<file path="src/rtl/mini_src_pkg.sv">
// Shared Mini-SRC datapath constants and helpers.
package mini_src_pkg;

    localparam int unsigned WORD_WIDTH = 32;
    localparam int unsigned NUM_GPR    = 16;
    localparam int unsigned R0_ADDR    = 0;

    // Ceiling log2, usable in constant expressions; clog2(1) = 0.
    function automatic int unsigned clog2(input int unsigned value);
        int unsigned result;
        result = 0;
        for (int unsigned i = 0; i < 32; i++) begin
            if ((64'd1 << i) < 64'(value)) begin
                result = i + 1;
            end
        end
        return result;
    endfunction

endpackage

</file>
<file path="src/rtl/register_file_if.sv">
// Write/read port bundle of the general-purpose register file.
interface register_file_if
    import mini_src_pkg::*;
#(
    parameter int unsigned WIDTH = WORD_WIDTH,
    parameter int unsigned DEPTH = NUM_GPR
);
    localparam int unsigned AW = clog2(DEPTH);

    logic             we;
    logic [AW-1:0]    waddr;
    logic [WIDTH-1:0] wdata;
    logic [AW-1:0]    raddr_a;
    logic [AW-1:0]    raddr_b;
    logic             ba;
    logic [WIDTH-1:0] rdata_a;
    logic [WIDTH-1:0] rdata_b;
    logic [DEPTH-1:0] valid;

    modport master (
        output we, waddr, wdata, raddr_a, raddr_b, ba,
        input  rdata_a, rdata_b, valid
    );

    modport slave (
        input  we, waddr, wdata, raddr_a, raddr_b, ba,
        output rdata_a, rdata_b, valid
    );

endinterface

</file>
<file path="src/rtl/register_n.sv">
// Single WIDTH-bit register with async active-low clear, write enable and
// a "written since clear" flag.
module register_n #(
    parameter int unsigned WIDTH = 32
) (
    input  logic             clk,
    input  logic             clr,
    input  logic             en,
    input  logic [WIDTH-1:0] d,
    output logic [WIDTH-1:0] q,
    output logic             valid
);

    logic [WIDTH-1:0] data_q;
    logic             valid_q;

    // Clear dominates; a write loads data and marks the register as written.
    always_ff @(posedge clk or negedge clr) begin
        if (!clr) begin
            data_q  <= '0;
            valid_q <= 1'b0;
        end else if (en) begin
            data_q  <= d;
            valid_q <= 1'b1;
        end
    end

    assign q     = data_q;
    assign valid = valid_q;

endmodule

</file>
<file path="src/rtl/register_file.sv">
// DEPTH x WIDTH register file: one synchronous write port, two combinational
// read ports with optional write-through bypass and R0 base-address zeroing.
module register_file
    import mini_src_pkg::*;
#(
    parameter int unsigned WIDTH   = WORD_WIDTH,
    parameter int unsigned DEPTH   = NUM_GPR,
    parameter bit          BYPASS  = 1'b1,
    parameter bit          ZERO_R0 = 1'b1
) (
    input logic            clk,
    input logic            clr,
    register_file_if.slave bus
);

    localparam int unsigned AW = clog2(DEPTH);
    localparam logic [AW-1:0] R0 = AW'(R0_ADDR);

    if (DEPTH < 2 || (DEPTH & (DEPTH - 1)) != 0) begin : g_bad_depth
        $error("register_file: DEPTH must be a power of two and at least 2");
    end

    logic [DEPTH-1:0] wen;
    logic [WIDTH-1:0] regs [DEPTH];
    logic [DEPTH-1:0] valid_bits;
    logic [WIDTH-1:0] rd_a;
    logic [WIDTH-1:0] rd_b;

    // One-hot write decode; clear is applied inside each register.
    always_comb begin
        wen = '0;
        if (bus.we) begin
            wen[bus.waddr] = 1'b1;
        end
    end

    for (genvar i = 0; i < DEPTH; i++) begin : g_reg
        register_n #(
            .WIDTH (WIDTH)
        ) u_reg (
            .clk   (clk),
            .clr   (clr),
            .en    (wen[i]),
            .d     (bus.wdata),
            .q     (regs[i]),
            .valid (valid_bits[i])
        );
    end

    // Port A: clear, then R0 gate, then bypass, then stored value.
    always_comb begin
        rd_a = regs[bus.raddr_a];
        if (!clr) begin
            rd_a = '0;
        end else if (ZERO_R0 && bus.ba && (bus.raddr_a == R0)) begin
            rd_a = '0;
        end else if (BYPASS && bus.we && (bus.waddr == bus.raddr_a)) begin
            rd_a = bus.wdata;
        end
    end

    // Port B: same priority as port A, fully independent.
    always_comb begin
        rd_b = regs[bus.raddr_b];
        if (!clr) begin
            rd_b = '0;
        end else if (ZERO_R0 && bus.ba && (bus.raddr_b == R0)) begin
            rd_b = '0;
        end else if (BYPASS && bus.we && (bus.waddr == bus.raddr_b)) begin
            rd_b = bus.wdata;
        end
    end

    assign bus.rdata_a = rd_a;
    assign bus.rdata_b = rd_b;
    assign bus.valid   = valid_bits;

endmodule

</file>
<file path="src/flat_wrapper.sv">
// flat-port wrapper written by rule: the top's interface ports become plain ports
module register_file_flat import mini_src_pkg::*;
#(
    parameter int unsigned WIDTH   = WORD_WIDTH,
    parameter int unsigned DEPTH   = NUM_GPR,
    parameter bit          BYPASS  = 1'b1,
    parameter bit          ZERO_R0 = 1'b1
)
  (clk, clr, bus_we, bus_waddr, bus_wdata, bus_raddr_a, bus_raddr_b, bus_ba, bus_rdata_a, bus_rdata_b, bus_valid);
  register_file_if #(.WIDTH(WIDTH), .DEPTH(DEPTH)) bus_i ();
  input logic clk;
  input logic clr;
  input wire logic [$bits(bus_i.we)-1:0] bus_we;
  input wire logic [$bits(bus_i.waddr)-1:0] bus_waddr;
  input wire logic [$bits(bus_i.wdata)-1:0] bus_wdata;
  input wire logic [$bits(bus_i.raddr_a)-1:0] bus_raddr_a;
  input wire logic [$bits(bus_i.raddr_b)-1:0] bus_raddr_b;
  input wire logic [$bits(bus_i.ba)-1:0] bus_ba;
  output wire logic [$bits(bus_i.rdata_a)-1:0] bus_rdata_a;
  output wire logic [$bits(bus_i.rdata_b)-1:0] bus_rdata_b;
  output wire logic [$bits(bus_i.valid)-1:0] bus_valid;
  assign bus_i.we = bus_we;
  assign bus_i.waddr = bus_waddr;
  assign bus_i.wdata = bus_wdata;
  assign bus_i.raddr_a = bus_raddr_a;
  assign bus_i.raddr_b = bus_raddr_b;
  assign bus_i.ba = bus_ba;
  assign bus_rdata_a = bus_i.rdata_a;
  assign bus_rdata_b = bus_i.rdata_b;
  assign bus_valid = bus_i.valid;
  register_file #(.WIDTH(WIDTH), .DEPTH(DEPTH), .BYPASS(BYPASS), .ZERO_R0(ZERO_R0)) u_core (.clk(clk), .clr(clr), .bus(bus_i));
endmodule
</file>
<file path="config.mk">
export PLATFORM = sky130hd
export DESIGN_NAME = register_file_flat
export DESIGN_NICKNAME = d
export VERILOG_FILES = /design/src/rtl/mini_src_pkg.sv /design/src/rtl/register_file_if.sv /design/src/rtl/register_n.sv /design/src/rtl/register_file.sv /design/src/flat_wrapper.sv
export SDC_FILE = /design/constraint.sdc
export NUM_CORES = 1
export LEC_CHECK = 0
export ABC_AREA = 1
export CAP_MARGIN = 30
export CORE_MARGIN = 8
export CORE_UTILIZATION = 40
export CTS_CLUSTER_SIZE = 20
export DETAILED_ROUTE_END_ITERATION = 16
export MAX_ROUTING_LAYER = met4
export PLACE_DENSITY_LB_ADDON = 0.08
export SETUP_SLACK_MARGIN = 0.5
export SYNTH_ARGS = -nofsm -noshare
export SYNTH_HDL_FRONTEND = slang
export SYNTH_SLANG_ARGS = --single-unit
</file>
<file path="constraint.sdc">
create_clock -name clk -period 1.7 [get_ports clk]
set_input_delay 0.17 -clock clk [delete_from_list [all_inputs] [get_ports clk]]
set_output_delay 0.17 -clock clk [all_outputs]
set_load 0.005 [all_outputs]
</file>
==> results of run 1 <==
power by group through the flow:
stage          clock network [W]  logic [W]  registers (W)
4_1_cts                   0.0144     0.0113         0.0167
6_report                  0.0141     0.0119         0.0168
3_5_place_dp                   0    0.00988         0.0169
5_1_grt                   0.0149     0.0134         0.0171
3_3_place_gp                   0    0.00975         0.0169
2_1_floorplan                  0    0.00638         0.0165
cell type report:
class,instances,area [um^2]
flip-flops and latches,528,13200
multi-input cells,3204,16800
well taps,1050,1310
clock buffers,103,2060
fillers,7632,36200
inverters,483,1830
repair buffers,705,7230
clock inverters,13,105
diodes,2,5.00
per-layer routing:
| metal | share of wire | vias up | track usage |
|---|---|---|---|
| li1 | - | 15400 | - |
| met1 | 0.45 | 15400 | 0.376 |
| met2 | 0.45 | 1048 | 0.426 |
| met3 | 0.059 | 239 | 0.0404 |
| met4 | 0.037 | 0 | 0.0983 |
| met5 | 0 | - | - |
cell usage after synthesis (59+ instances only):
cell / instances / area share
nand2_1: 1472 / 0.17
nand3_1: 655 / 0.10
dfrtp_1: 528 / 0.42
inv_1: 474 / 0.056
o21ai_0: 363 / 0.057
buf_2: 199 / 0.031
nor2_1: 168 / 0.020
a21oi_1: 157 / 0.025
o21ai_1: 136 / 0.021
clkbuf_1: 99 / 0.012
o21ai_2: 83 / 0.023
or2_2: 64 / 0.013
o211ai_1: 59 / 0.014
cells by family (layout without fill, tap and decap cells):
family / Yosys count / count (layout) / synth area share
AOI/OAI and AO/OA: 798 / 798 / 0.140
xor gates and xnor gates: 4 / 4 / 0.00110
buffers and inverters: 868 / 1304 / 0.123
DFF: 528 / 528 / 0.416
other: 0 / 2 / 0
and+or+nand+nor: 2402 / 2402 / 0.319
timing repair:
item	in CTS	in global routing
buffers inserted	131	30
hold endpoints to repair	167	0
pin swaps	240	180
gates resized for setup	727	191
setup endpoints to repair	553	269
hold buffers	1	0
gates cloned	1	1
flip-flops by register name, indices dropped and copies added (netlist names):
signal / flops
u_core.g.u_reg.q: 512
u_core.g.u_reg.valid: 16
worst min-delay path: stages:
cell and delay (ns):
clkdlybuf4s50_1 0.44, inv_1 0.08, o21ai_0 0.09
final timing paths:
path,start,to,cells after the start
setup reg to reg,u_core.g_reg[0].u_reg.q[8],u_core.g_reg[0].u_reg.q[8],5
setup / recovery,u_core.g_reg[0].u_reg.q[4],bus_rdata_a[4],11
hold reg to reg,u_core.g_reg[15].u_reg.valid,u_core.g_reg[15].u_reg.valid,2
hold / removal,bus_wdata[25],u_core.g_reg[5].u_reg.q[25],3
min in group asynchronous,clr,u_core.g_reg[9].u_reg.q[12],4
max in group asynchronous,clr,u_core.g_reg[5].u_reg.q[25],4
stage by stage:
| stage | utilization | std cells | area (um^2) | TNS (ns) | hold WS, ns |
|---|---|---|---|---|---|
| floorplan | - | 4600 | 32200 | 0 | -0.126 |
| global placement | 0.475 | 5806 | 37400 | -205.92 | 0.313 |
| detailed placement | 0.475 | 5806 | 37400 | -203.45 | 0.304 |
| CTS | 0.530 | 6055 | 41700 | -18.56 | 0.228 |
| global route | 0.541 | 6088 | 42600 | -22.82 | 0.253 |
| finish | 0.541 | 6088 | 42600 | -17.00 | 0.242 |
==> results.cfg, run 1 <==
[run_status]
status = finished with violations
violations = setup timing

[clock_network]
cts_tree = yes
cts_buffer_depth = 3
clkLatencyLatePin_ns = 0.61
numCtsBuffers = 68
cts.clk_slew.worst_paths_ns = 0.05
root_buffer = clkbuf_16
cts.sinks = 528
htreeDepth = 3

[timing]
max_freq_ghz = 0.441
setup_slack_ns = -0.567
worstMarginPinSlew_ns = 0.884
finalSetupViolCount = 64
rsz0062_at_grt = yes
fin_crit_ns = 2.27
hold_viol_final = 0
skew_ns = 0
max-slew-margin-rel = 0.411
drv_slew = 0
fin_crit_sh = 1.33

[pwr]
p_int_w = 0.0289
seqPwrFrac = 0.392
ir_worst_vdd_mv = 0.646
leakage_nw = 21.5
p_per_area_mw_per_mm2 = 1010
pwr-share-comb = 0.278
fin_total_pwr_w = 0.0429
netSwitchingPower_w = 0.0140
p_sw_frac = 0.326
clkPwrFrac = 0.330

[yosys]
ys_seq_area_frac = 0.416
ys_ff_latch = 528
synthCells = 4600
ys.flop_type = dfrtp_1
synthesis.area_mm2 = 0.0318
synth_cell_types = 28
synth-edff-count = 0
syn_area_per_cell_um2 = 6.90
syn_nets = 4648
ys_warn_count = 0
async_flop_share = 1.00

[setup_path]
end_kind = output port
cp-start-kind = flop
critPathBufInv = 5
crit_type = flop to output port
crit_top_cell = nand3_2
critical-path-top-delay-family = simple AND/OR/NAND/NOR gates
required_ns = 1.53
critPathMaxFanout = 2
path_cells = buf_4 -> buf_6 -> buf_6 -> or2_4 -> nand3_2 -> nand3_2 -> nand3_2 -> nand3_2 -> nand2_1 -> inv_1 -> buf_2
worstPathArrival_ns = 2.10
slowest_delay_ns = 0.39
reg2reg_slack_ns = 0.70
crit_slowest_cell = dfrtp_1

[placed_design]
gp_congestion = 0.856
dpl_worst_slack_ns = -0.915
hpwl_um = 79200
place.port_buffers = 127

[die]
coreArea_mm2 = 0.0787
die_area_mm2 = 0.0887
rows = 103
start_util = 0.403
die_y_um = 298
ios = 128
die_x_um = 298

[final_layout]
mostFrequentLayoutCell = nand2_1
drive_gt1_frac = 0.280
fin_nets = 5038
syn2layout_area_growth_pct = 34.1
mostFrequentLayoutCells = 1393 x nand2_1, 528 x dfrtp_1, 442 x inv_1

[global_routing]
grt_pass1_vias = 31000
grt_pass1_wl_um = 189000
overflow = 0
grtUsageTotal = 0.279
grt_antenna_before_repair = 3
grt_start_max_net_pins = 130

[run]
drv_cap = 0

[drt]
routed_via_density = 5.28
wire_per_inst_um = 20.3
drt-initial-drc-count = 2714
drtPass1Iterations = 5
drc = 0
wirelength_um = 124000
dr_total_vias = 32100
ant_nets = 0

[min_path]
hold_path.class = input port to flop
Power figures use the tool's default switching activity.
==> inputs of run 2 (changes only) <==
--- a/config.mk
+++ b/config.mk
@@ -14,6 +14,8 @@
 export MAX_ROUTING_LAYER = met4
 export PLACE_DENSITY_LB_ADDON = 0.08
 export SETUP_SLACK_MARGIN = 0.5
+export SKIP_CTS_REPAIR_TIMING = 1
 export SYNTH_ARGS = -nofsm -noshare
 export SYNTH_HDL_FRONTEND = slang
 export SYNTH_SLANG_ARGS = --single-unit
+export TNS_END_PERCENT = 5
==> run 2 against run 1 <==
The flow still finishes with violations (setup timing). Sequential share of layout area rose by 0.93 points. Hold slack got worse by 0.056 ns. Via count fell by 1.8%. Clock skew did not move. Final cell count fell by 2.3%. Cell area fell by 2.9%. First-iteration DRC count rose by 5.9%. Flip-flop and latch count did not move.
==> results.cfg, run 2 (synthesis gave the netlist of run 1 again) <==
[run_status]
violations = setup timing
status = finished with violations

[setup_path]
worstPathArrival_ns = 1.87
critical-path-top-delay-family = simple AND/OR/NAND/NOR gates
critPathBufInv = 3
critPathMaxFanout = 3
reg2regPathDepth = 4
path_depth = 9
crit_type = flop to output port
end_kind = output port
crit_slowest_cell = dfrtp_1
cp-start-kind = flop
timing.rr.start = u_core.g_reg[0].u_reg.q[5]
path_cells = or2_4 -> nand3_2 -> nand3_2 -> nand3_2 -> buf_6 -> nand3_2 -> nand2_1 -> inv_1 -> clkbuf_2
startpoint = u_core.g_reg[12].u_reg.q[23]
required_ns = 1.53
crit_top_cell = nand3_2
slowest_delay_ns = 0.41

[placed_design]
hpwl_um = 79800
place.port_buffers = 127
gp_congestion = 0.851

[global_routing]
grt_pass1_vias = 29200
grt_antenna_before_repair = 2
overflow = 0
grt_pass1_wl_um = 184000
grt_start_max_net_pins = 140
grtUsageTotal = 0.271

[final_layout]
fin_util = 0.525
drive_gt1_frac = 0.233
largest_reg_flops = 512
syn2layout_area_growth_pct = 30.2
mostFrequentLayoutCells = 1422 x nand2_1, 528 x dfrtp_1, 441 x inv_1
fin_nets = 4896
mostFrequentLayoutCell = nand2_1

[drt]
wirelength_um = 126000
top_layer = met4
drtPass1Iterations = 6
ant_nets = 0
drc = 0
routed_via_density = 5.31
drt-initial-drc-count = 2873
wl_met2_um = 58900
wl_met3_um = 6760
wire_per_inst_um = 21.2
wirelength_met1_um = 56200
dr_total_vias = 31500

[pwr]
p_per_area_mw_per_mm2 = 1020
ir_worst_vdd_mv = 0.652
leakage_nw = 21.2

[timing]
skew_ns = 0
setup_slack_ns = -0.338
rsz0062_at_grt = yes
max_freq_ghz = 0.491
max-slew-margin-rel = 0.406
worstMarginPinSlew_ns = 0.891
fin_crit_sh = 1.20
whs_ns = 0.185
finalSetupViolCount = 64
drv_slew = 0
hold_viol_final = 0
fin_crit_ns = 2.04

[run]
drv_cap = 0

[die]
start_util = 0.403
ios = 128
coreArea_mm2 = 0.0787
die_y_um = 298
rows = 103
die_area_mm2 = 0.0887
die_x_um = 298

[clock_network]
cts_buffer_depth = 3
cts_tree = yes
numCtsBuffers = 68
cts.sinks = 528
root_buffer = clkbuf_16
clkLatencyLatePin_ns = 0.59
htreeDepth = 3
cts.clk_slew.worst_paths_ns = 0.06

[min_path]
hold_path.class = input port to asynchronous set/reset pin
## run 2: path summary, 6_finish.rpt
kind / to / slack (ns)
setup / recovery: bus_rdata_a[23] / -0.34
max in group asynchronous: u_core.g_reg[0].u_reg.q[1] / 0.12
hold / removal: u_core.g_reg[1].u_reg.q[19] / 0.19
setup reg to reg: u_core.g_reg[0].u_reg.q[5] / 0.82
min in group clk: u_core.g_reg[1].u_reg.q[26] / 0.29
hold reg to reg: u_core.g_reg[3].u_reg.valid / 0.45
## run 2: routing by layer
metal | vias up | global-route usage
met5 | - | -
met4 | 0 | 0.0785
met3 | 204 | 0.0282
li1 | 15100 | -
met2 | 998 | 0.437
met1 | 15200 | 0.362
## run 2: final cells by class
cell class | instances | area (um^2)
fillers | 7717 | 37400
multi-input cells | 3204 | 16500
flip-flops and latches | 528 | 13200
repair buffers | 563 | 6320
clock buffers | 105 | 2090
inverters | 483 | 1830
well taps | 1050 | 1310
clock inverters | 10 | 106
diodes | 3 | 7.51
## run 2: power breakdown
part	switching (W)	internal [W]	leakage [nW]
sequential	0.00181	0.0151	6.65
combinational	0.00605	0.00473	13.5
clock	0.00576	0.00872	1.09
total	0.0136	0.0285	21.2
## run 2: stage by stage
stage	cell area (um^2)	setup TNS, ns	cells	worst slack (ns)	total power, W
after floorplan	32100	0	4600	0.409	0.0229
after global placement	37100	-162.24	5766	-0.675	0.0266
after detailed placement	37100	-168.02	5766	-0.702	0.0268
after CTS	39300	-43.54	5881	-0.846	0.0414
after global routing	41300	-20.66	5945	-0.402	0.0446
final	41300	-14.61	5946	-0.338	0.0422
